**src/rtl/alu_arbiter_if.sv**
```systemverilog
// Request/response bundle between two requesters and the ALU arbiter.
// The master side is the requester pair; the slave side is the arbiter.
interface alu_arbiter_if #(
  parameter int WORD = 64
);
  logic            req0_valid;
  logic            req0_ready;
  logic [WORD-1:0] req0_a;
  logic [WORD-1:0] req0_b;
  logic [3:0]      req0_ctl;

  logic            req1_valid;
  logic            req1_ready;
  logic [WORD-1:0] req1_a;
  logic [WORD-1:0] req1_b;
  logic [3:0]      req1_ctl;

  logic            rsp0_valid;
  logic            rsp0_ready;
  logic [WORD-1:0] rsp0_result;
  logic            rsp0_zero;

  logic            rsp1_valid;
  logic            rsp1_ready;
  logic [WORD-1:0] rsp1_result;
  logic            rsp1_zero;

  modport master (
    output req0_valid, req0_a, req0_b, req0_ctl,
    output req1_valid, req1_a, req1_b, req1_ctl,
    output rsp0_ready, rsp1_ready,
    input  req0_ready, req1_ready,
    input  rsp0_valid, rsp0_result, rsp0_zero,
    input  rsp1_valid, rsp1_result, rsp1_zero
  );

  modport slave (
    input  req0_valid, req0_a, req0_b, req0_ctl,
    input  req1_valid, req1_a, req1_b, req1_ctl,
    input  rsp0_ready, rsp1_ready,
    output req0_ready, req1_ready,
    output rsp0_valid, rsp0_result, rsp0_zero,
    output rsp1_valid, rsp1_result, rsp1_zero
  );
endinterface

```
**src/rtl/alu_arbiter.sv**
```systemverilog
// Two-requester arbiter in front of a shared combinational ALU.
// One operation in flight at a time: IDLE (accept) -> EXEC (capture) -> RESP
// (hand result back). Ties alternate against the previous grant.
module alu_arbiter #(
  parameter int WORD = 64,
  parameter int CNTW = 16
) (
  input  logic            clk,
  input  logic            rst_n,
  alu_arbiter_if.slave    bus,
  output logic [WORD-1:0] alu_a,
  output logic [WORD-1:0] alu_b,
  output logic [3:0]      alu_control,
  input  logic [WORD-1:0] alu_result,
  input  logic            alu_zero,
  output logic            busy,
  output logic [CNTW-1:0] done_count
);

  typedef enum logic [1:0] {
    IDLE = 2'd0,
    EXEC = 2'd1,
    RESP = 2'd2
  } state_t;

  state_t state_q, state_d;

  logic owner_q;
  logic last_grant_q;
  logic grant;
  logic accept;
  logic rsp_fire;

  logic [WORD-1:0] a_p0;
  logic [WORD-1:0] b_p0;
  logic [3:0]      ctl_p0;

  logic [WORD-1:0] res0_p1;
  logic [WORD-1:0] res1_p1;
  logic            zero0_p1;
  logic            zero1_p1;

  // Pick a requester: a lone valid wins, a tie goes to whoever was not served last.
  always_comb begin
    grant = 1'b0;
    if (bus.req0_valid && bus.req1_valid) begin
      grant = ~last_grant_q;
    end else if (bus.req1_valid) begin
      grant = 1'b1;
    end
  end

  // Next-state and handshake outputs; readies are gated by rst_n so every output is 0 in reset.
  always_comb begin
    state_d        = state_q;
    accept         = 1'b0;
    rsp_fire       = 1'b0;
    bus.req0_ready = 1'b0;
    bus.req1_ready = 1'b0;
    bus.rsp0_valid = 1'b0;
    bus.rsp1_valid = 1'b0;
    case (state_q)
      IDLE: begin
        if (rst_n && (bus.req0_valid || bus.req1_valid)) begin
          accept         = 1'b1;
          bus.req0_ready = ~grant;
          bus.req1_ready = grant;
          state_d        = EXEC;
        end
      end
      EXEC: begin
        state_d = RESP;
      end
      RESP: begin
        bus.rsp0_valid = ~owner_q;
        bus.rsp1_valid = owner_q;
        rsp_fire       = owner_q ? bus.rsp1_ready : bus.rsp0_ready;
        if (rsp_fire) begin
          state_d = IDLE;
        end
      end
      default: begin
        state_d = IDLE;
      end
    endcase
  end

  // Control state: FSM, ownership, fairness pointer and completion counter.
  always_ff @(posedge clk or negedge rst_n) begin
    if (!rst_n) begin
      state_q      <= IDLE;
      owner_q      <= 1'b0;
      last_grant_q <= 1'b1;
      done_count   <= '0;
    end else begin
      state_q <= state_d;
      if (accept) begin
        owner_q      <= grant;
        last_grant_q <= grant;
      end
      if (rsp_fire) begin
        done_count <= done_count + 1'b1;
      end
    end
  end

  // Operand stage: latch the granted request onto the shared ALU and hold it until the next grant.
  always_ff @(posedge clk or negedge rst_n) begin
    if (!rst_n) begin
      a_p0   <= '0;
      b_p0   <= '0;
      ctl_p0 <= '0;
    end else if (accept) begin
      a_p0   <= grant ? bus.req1_a   : bus.req0_a;
      b_p0   <= grant ? bus.req1_b   : bus.req0_b;
      ctl_p0 <= grant ? bus.req1_ctl : bus.req0_ctl;
    end
  end

  // Result stage: only the owner's register is written, so the other side keeps its last result.
  always_ff @(posedge clk or negedge rst_n) begin
    if (!rst_n) begin
      res0_p1  <= '0;
      res1_p1  <= '0;
      zero0_p1 <= 1'b0;
      zero1_p1 <= 1'b0;
    end else if (state_q == EXEC) begin
      if (owner_q) begin
        res1_p1  <= alu_result;
        zero1_p1 <= alu_zero;
      end else begin
        res0_p1  <= alu_result;
        zero0_p1 <= alu_zero;
      end
    end
  end

  assign alu_a           = a_p0;
  assign alu_b           = b_p0;
  assign alu_control     = ctl_p0;
  assign bus.rsp0_result = res0_p1;
  assign bus.rsp0_zero   = zero0_p1;
  assign bus.rsp1_result = res1_p1;
  assign bus.rsp1_zero   = zero1_p1;
  assign busy            = (state_q != IDLE);

endmodule

```
**src/flat_wrapper.sv**
```systemverilog
// flat-port wrapper written by rule: the top's interface ports become plain ports
module alu_arbiter_flat 
#(
  parameter int WORD = 64,
  parameter int CNTW = 16
)
  (clk, rst_n, alu_a, alu_b, alu_control, alu_result, alu_zero, busy, done_count, bus_req0_valid, bus_req0_a, bus_req0_b, bus_req0_ctl, bus_req1_valid, bus_req1_a, bus_req1_b, bus_req1_ctl, bus_rsp0_ready, bus_rsp1_ready, bus_req0_ready, bus_req1_ready, bus_rsp0_valid, bus_rsp0_result, bus_rsp0_zero, bus_rsp1_valid, bus_rsp1_result, bus_rsp1_zero);
  alu_arbiter_if #(.WORD(WORD)) bus_i ();
  input  logic clk;
  input  logic rst_n;
  output logic [WORD-1:0] alu_a;
  output logic [WORD-1:0] alu_b;
  output logic [3:0] alu_control;
  input  logic [WORD-1:0] alu_result;
  input  logic alu_zero;
  output logic busy;
  output logic [CNTW-1:0] done_count;
  input wire logic [$bits(bus_i.req0_valid)-1:0] bus_req0_valid;
  input wire logic [$bits(bus_i.req0_a)-1:0] bus_req0_a;
  input wire logic [$bits(bus_i.req0_b)-1:0] bus_req0_b;
  input wire logic [$bits(bus_i.req0_ctl)-1:0] bus_req0_ctl;
  input wire logic [$bits(bus_i.req1_valid)-1:0] bus_req1_valid;
  input wire logic [$bits(bus_i.req1_a)-1:0] bus_req1_a;
  input wire logic [$bits(bus_i.req1_b)-1:0] bus_req1_b;
  input wire logic [$bits(bus_i.req1_ctl)-1:0] bus_req1_ctl;
  input wire logic [$bits(bus_i.rsp0_ready)-1:0] bus_rsp0_ready;
  input wire logic [$bits(bus_i.rsp1_ready)-1:0] bus_rsp1_ready;
  output wire logic [$bits(bus_i.req0_ready)-1:0] bus_req0_ready;
  output wire logic [$bits(bus_i.req1_ready)-1:0] bus_req1_ready;
  output wire logic [$bits(bus_i.rsp0_valid)-1:0] bus_rsp0_valid;
  output wire logic [$bits(bus_i.rsp0_result)-1:0] bus_rsp0_result;
  output wire logic [$bits(bus_i.rsp0_zero)-1:0] bus_rsp0_zero;
  output wire logic [$bits(bus_i.rsp1_valid)-1:0] bus_rsp1_valid;
  output wire logic [$bits(bus_i.rsp1_result)-1:0] bus_rsp1_result;
  output wire logic [$bits(bus_i.rsp1_zero)-1:0] bus_rsp1_zero;
  assign bus_i.req0_valid = bus_req0_valid;
  assign bus_i.req0_a = bus_req0_a;
  assign bus_i.req0_b = bus_req0_b;
  assign bus_i.req0_ctl = bus_req0_ctl;
  assign bus_i.req1_valid = bus_req1_valid;
  assign bus_i.req1_a = bus_req1_a;
  assign bus_i.req1_b = bus_req1_b;
  assign bus_i.req1_ctl = bus_req1_ctl;
  assign bus_i.rsp0_ready = bus_rsp0_ready;
  assign bus_i.rsp1_ready = bus_rsp1_ready;
  assign bus_req0_ready = bus_i.req0_ready;
  assign bus_req1_ready = bus_i.req1_ready;
  assign bus_rsp0_valid = bus_i.rsp0_valid;
  assign bus_rsp0_result = bus_i.rsp0_result;
  assign bus_rsp0_zero = bus_i.rsp0_zero;
  assign bus_rsp1_valid = bus_i.rsp1_valid;
  assign bus_rsp1_result = bus_i.rsp1_result;
  assign bus_rsp1_zero = bus_i.rsp1_zero;
  alu_arbiter #(.WORD(WORD), .CNTW(CNTW)) u_core (.clk(clk), .rst_n(rst_n), .bus(bus_i), .alu_a(alu_a), .alu_b(alu_b), .alu_control(alu_control), .alu_result(alu_result), .alu_zero(alu_zero), .busy(busy), .done_count(done_count));
endmodule
```
**config.mk**
```make
export PLATFORM = sky130hd
export DESIGN_NAME = alu_arbiter_flat
export DESIGN_NICKNAME = d
export VERILOG_FILES = /design/src/rtl/alu_arbiter_if.sv /design/src/rtl/alu_arbiter.sv /design/src/flat_wrapper.sv
export SDC_FILE = /design/constraint.sdc
export NUM_CORES = 1
export LEC_CHECK = 0
export ABC_AREA = 1
export CAP_MARGIN = 20
export CORE_AREA = 2 2 239 241
export DETAILED_ROUTE_END_ITERATION = 10
export DIE_AREA = 0 0 241 243
export HOLD_SLACK_MARGIN = 0.03
export MAX_ROUTING_LAYER = met4
export PLACE_DENSITY = 0.53
export SYNTH_ARGS = -nofsm -noshare
export SYNTH_HDL_FRONTEND = slang
export SYNTH_SLANG_ARGS = --single-unit
export TNS_END_PERCENT = 1
```
**constraint.sdc**
```tcl
create_clock -name clk -period 4.2 [get_ports clk]
set_clock_uncertainty 0.2 [all_clocks]
set_input_delay 0.42 -clock clk [delete_from_list [all_inputs] [get_ports clk]]
set_output_delay 0.42 -clock clk [all_outputs]
set_load 0.005 [all_outputs]
```
==> results.cfg <==
[outcome]
outcome = completed

[placement]
placed_area_um2 = 18400
hpwl_um = 36000
dp.cells = 2632
io_buffers = 617
dp_slack_ps = 991
gp_congestion = 0.869

[die]
die-area_um2 = 58600
core_um2 = 56000
row_count = 87
chipWidth_um = 241
initial_core_util = 0.205
pin_count = 618
dieHeight_um = 243

[synth]
synth_nets = 1656
synth_cell_types = 24
syn_area_um2 = 11500
yosysWarnings = 0
synth-seq-area-share = 0.615
ys.flop_type = dfrtp_1
syn_avg_cell_area_um2 = 8.70
syn-instance-count = 1320
synth-seq-cells = 282
synth_async_sr_flop_share = 1.00
synth-edff-count = 0

[final_layout]
layout_common_cells = clkdlybuf4s50_1, nand2_1, dfrtp_1
fin_area_um2 = 19600
nFillCells = 5838
regArea_um2 = 7060
final_util = 0.350
area_growth_pct = 70.7
layout-drive-gt1-share = 0.0371
final_cells = 2718
multi_input_area_um2 = 3800
fin_nets = 2250
final_common_cell = clkdlybuf4s50_1

[routing]
wl_per_cell_um = 18.0
vias_per_cell = 4.06
drtIter0Drc = 548
num_vias = 11000
first_pass_iters = 5
routed_wl_um = 48800
ant_nets = 0
drc = 0

[global_routing]
grt_overflow = 0
antenna_found_initial = 22
grt_max_degree = 137
grt_pass1_wl_um = 71400
grt_pass1_vias = 11300
track_usage = 0.167

[setup_path]
max_stage_delay_ps = 700
cp-end-kind = output port
cp_slowest_cell = clkdlybuf4s50_1
start_kind = primary input
critPathArrivalTime_ps = 2380
critical_path_required_ps = 3580
path_delay_family = buffers and inverters
timing.rr.start = u_core.state_q[0]$_DFFE_PN0P_
worstPathCellList = dlygate4sd3_1 -> buf_8 -> o211ai_4 -> nor2_4 -> clkdlybuf4s50_1
worstRegToRegCells = 7
critPathKind = in2out
path_buf_inv = 3
r2r_slack_ps = 1280
crit_fanout = 36
r2r_end = u_core.alu_b[38]$_DFFE_PN0P_

[timing]
fmax_mhz = 333
slew_headroom = 0.338
drv_slew = 0
hold_slack_ps = 144
setup_viol = 0
timing.final.ws_setup_ps = 1200
period_needed_ps = 3000
rsz0062_at_grt = no
finalHoldViolations = 0
fin_tns_setup_ps = 0
period_share = 0.714
worst_pin_slew_ps = 993

[clock_tree]
insertion_delay_ps = 540
htree_levels = 2
cts_buffer_depth = 3
root_buffer = clkbuf_16
cts_sinks = 282
clk_pin_slew_ps = 50
cts_setup_buffers = 0
cts_tree = built
numCtsBuffers = 35

[pwr]
finalPower_mw = 13.1
power_density_nw_per_um2 = 667
cellLeakagePower_nw = 8.75
vdd_drop_max_mv = 0.250

[flow_run]
cap_violations = 0

[min_path]
min_path_type = in2async
==> synthesized netlist by cell type, types with 3 or more instances <==
cell type,instances,area [um2]
buf_2,20,100
nand3_1,140,701
nor2_2,3,18.8
nand2_1,573,2150
inv_1,83,312
buf_1,11,41.3
nand4_1,3,18.8
o21ai_0,131,656
nor2_1,13,48.8
xor2_1,7,61.3
nand3b_1,3,22.5
dfrtp_1,281,7030
buf_4,10,75.1
clkbuf_1,29,109
==> registers in the layout, summed over array words and instances (netlist names) <==
signal and count:
u_core.bus.rsp0_result 64, u_core.state_q 2, u_core.alu_b 64, u_core.last_grant_q 1, u_core.bus.rsp1_result 64, u_core.done_count 16
u_core.alu_a 64, u_core.bus.rsp0_zero 1, u_core.bus.rsp1_zero 1, u_core.owner_q 1, u_core.alu_control 4
==> final cells by class <==
type | count | share of cell area
Sequential cell | 282 | 0.360
Timing Repair Buffer | 628 | 0.322
Multi-Input combinational cell | 883 | 0.194
Clock buffer | 54 | 0.0525
Tap cell | 756 | 0.0483
Inverter | 84 | 0.0161
Clock inverter | 9 | 0.00460
Antenna cell | 22 | 0.00281
==> worst max path at each step <==
stage                                   endpoint  cells past startpoint                             from
finish                            bus_req0_ready                      5                            rst_n
global route        u_core.alu_b[12]$_DFFE_PN0P_                      8                            rst_n
CTS                               bus_req0_ready                      5                            rst_n
detailed placement  u_core.alu_b[38]$_DFFE_PN0P_                      7                   bus_req1_valid
global placement     u_core.alu_b[3]$_DFFE_PN0P_                      7                   bus_req1_valid
floorplan                         bus_req0_ready                      6  u_core.last_grant_q$_DFFE_PN1P_
==> per-layer routing <==
metal | up-vias | global-route usage | wire length (um)
met4 | 0 | 0.0536 | 1360
met5 | - | - | 0
met2 | 432 | 0.278 | 23700
li1 | 5370 | - | -
met1 | 5179 | 0.173 | 18100
met3 | 64 | 0.0776 | 5640
==> what timing repair did <==
| action | CTS | global route |
|---|---|---|
| hold buffers | 1 | 0 |
| hold endpoints to repair | 33 | 0 |
| resized for setup | 0 | 0 |
==> report_power, final <==
group	switching [mW]	total [mW]	internal, mW	leakage [nW]
combinational	2.15	5.27	3.12	4.73
sequential	0.794	4.83	4.03	3.48
clock	1.21	2.97	1.75	0.543
total	4.15	13.1	8.91	8.75
==> kinds of logic after synthesis <==
logic type	count (synthesis)	share of synthesized area
xor+xnor	9	0.00687
compound gates	134	0.0598
buf+inv	155	0.0568
simple gates	739	0.261
flops	282	0.615
fa+ha+maj	1	0.00109
Power figures use the tool's default switching activity.
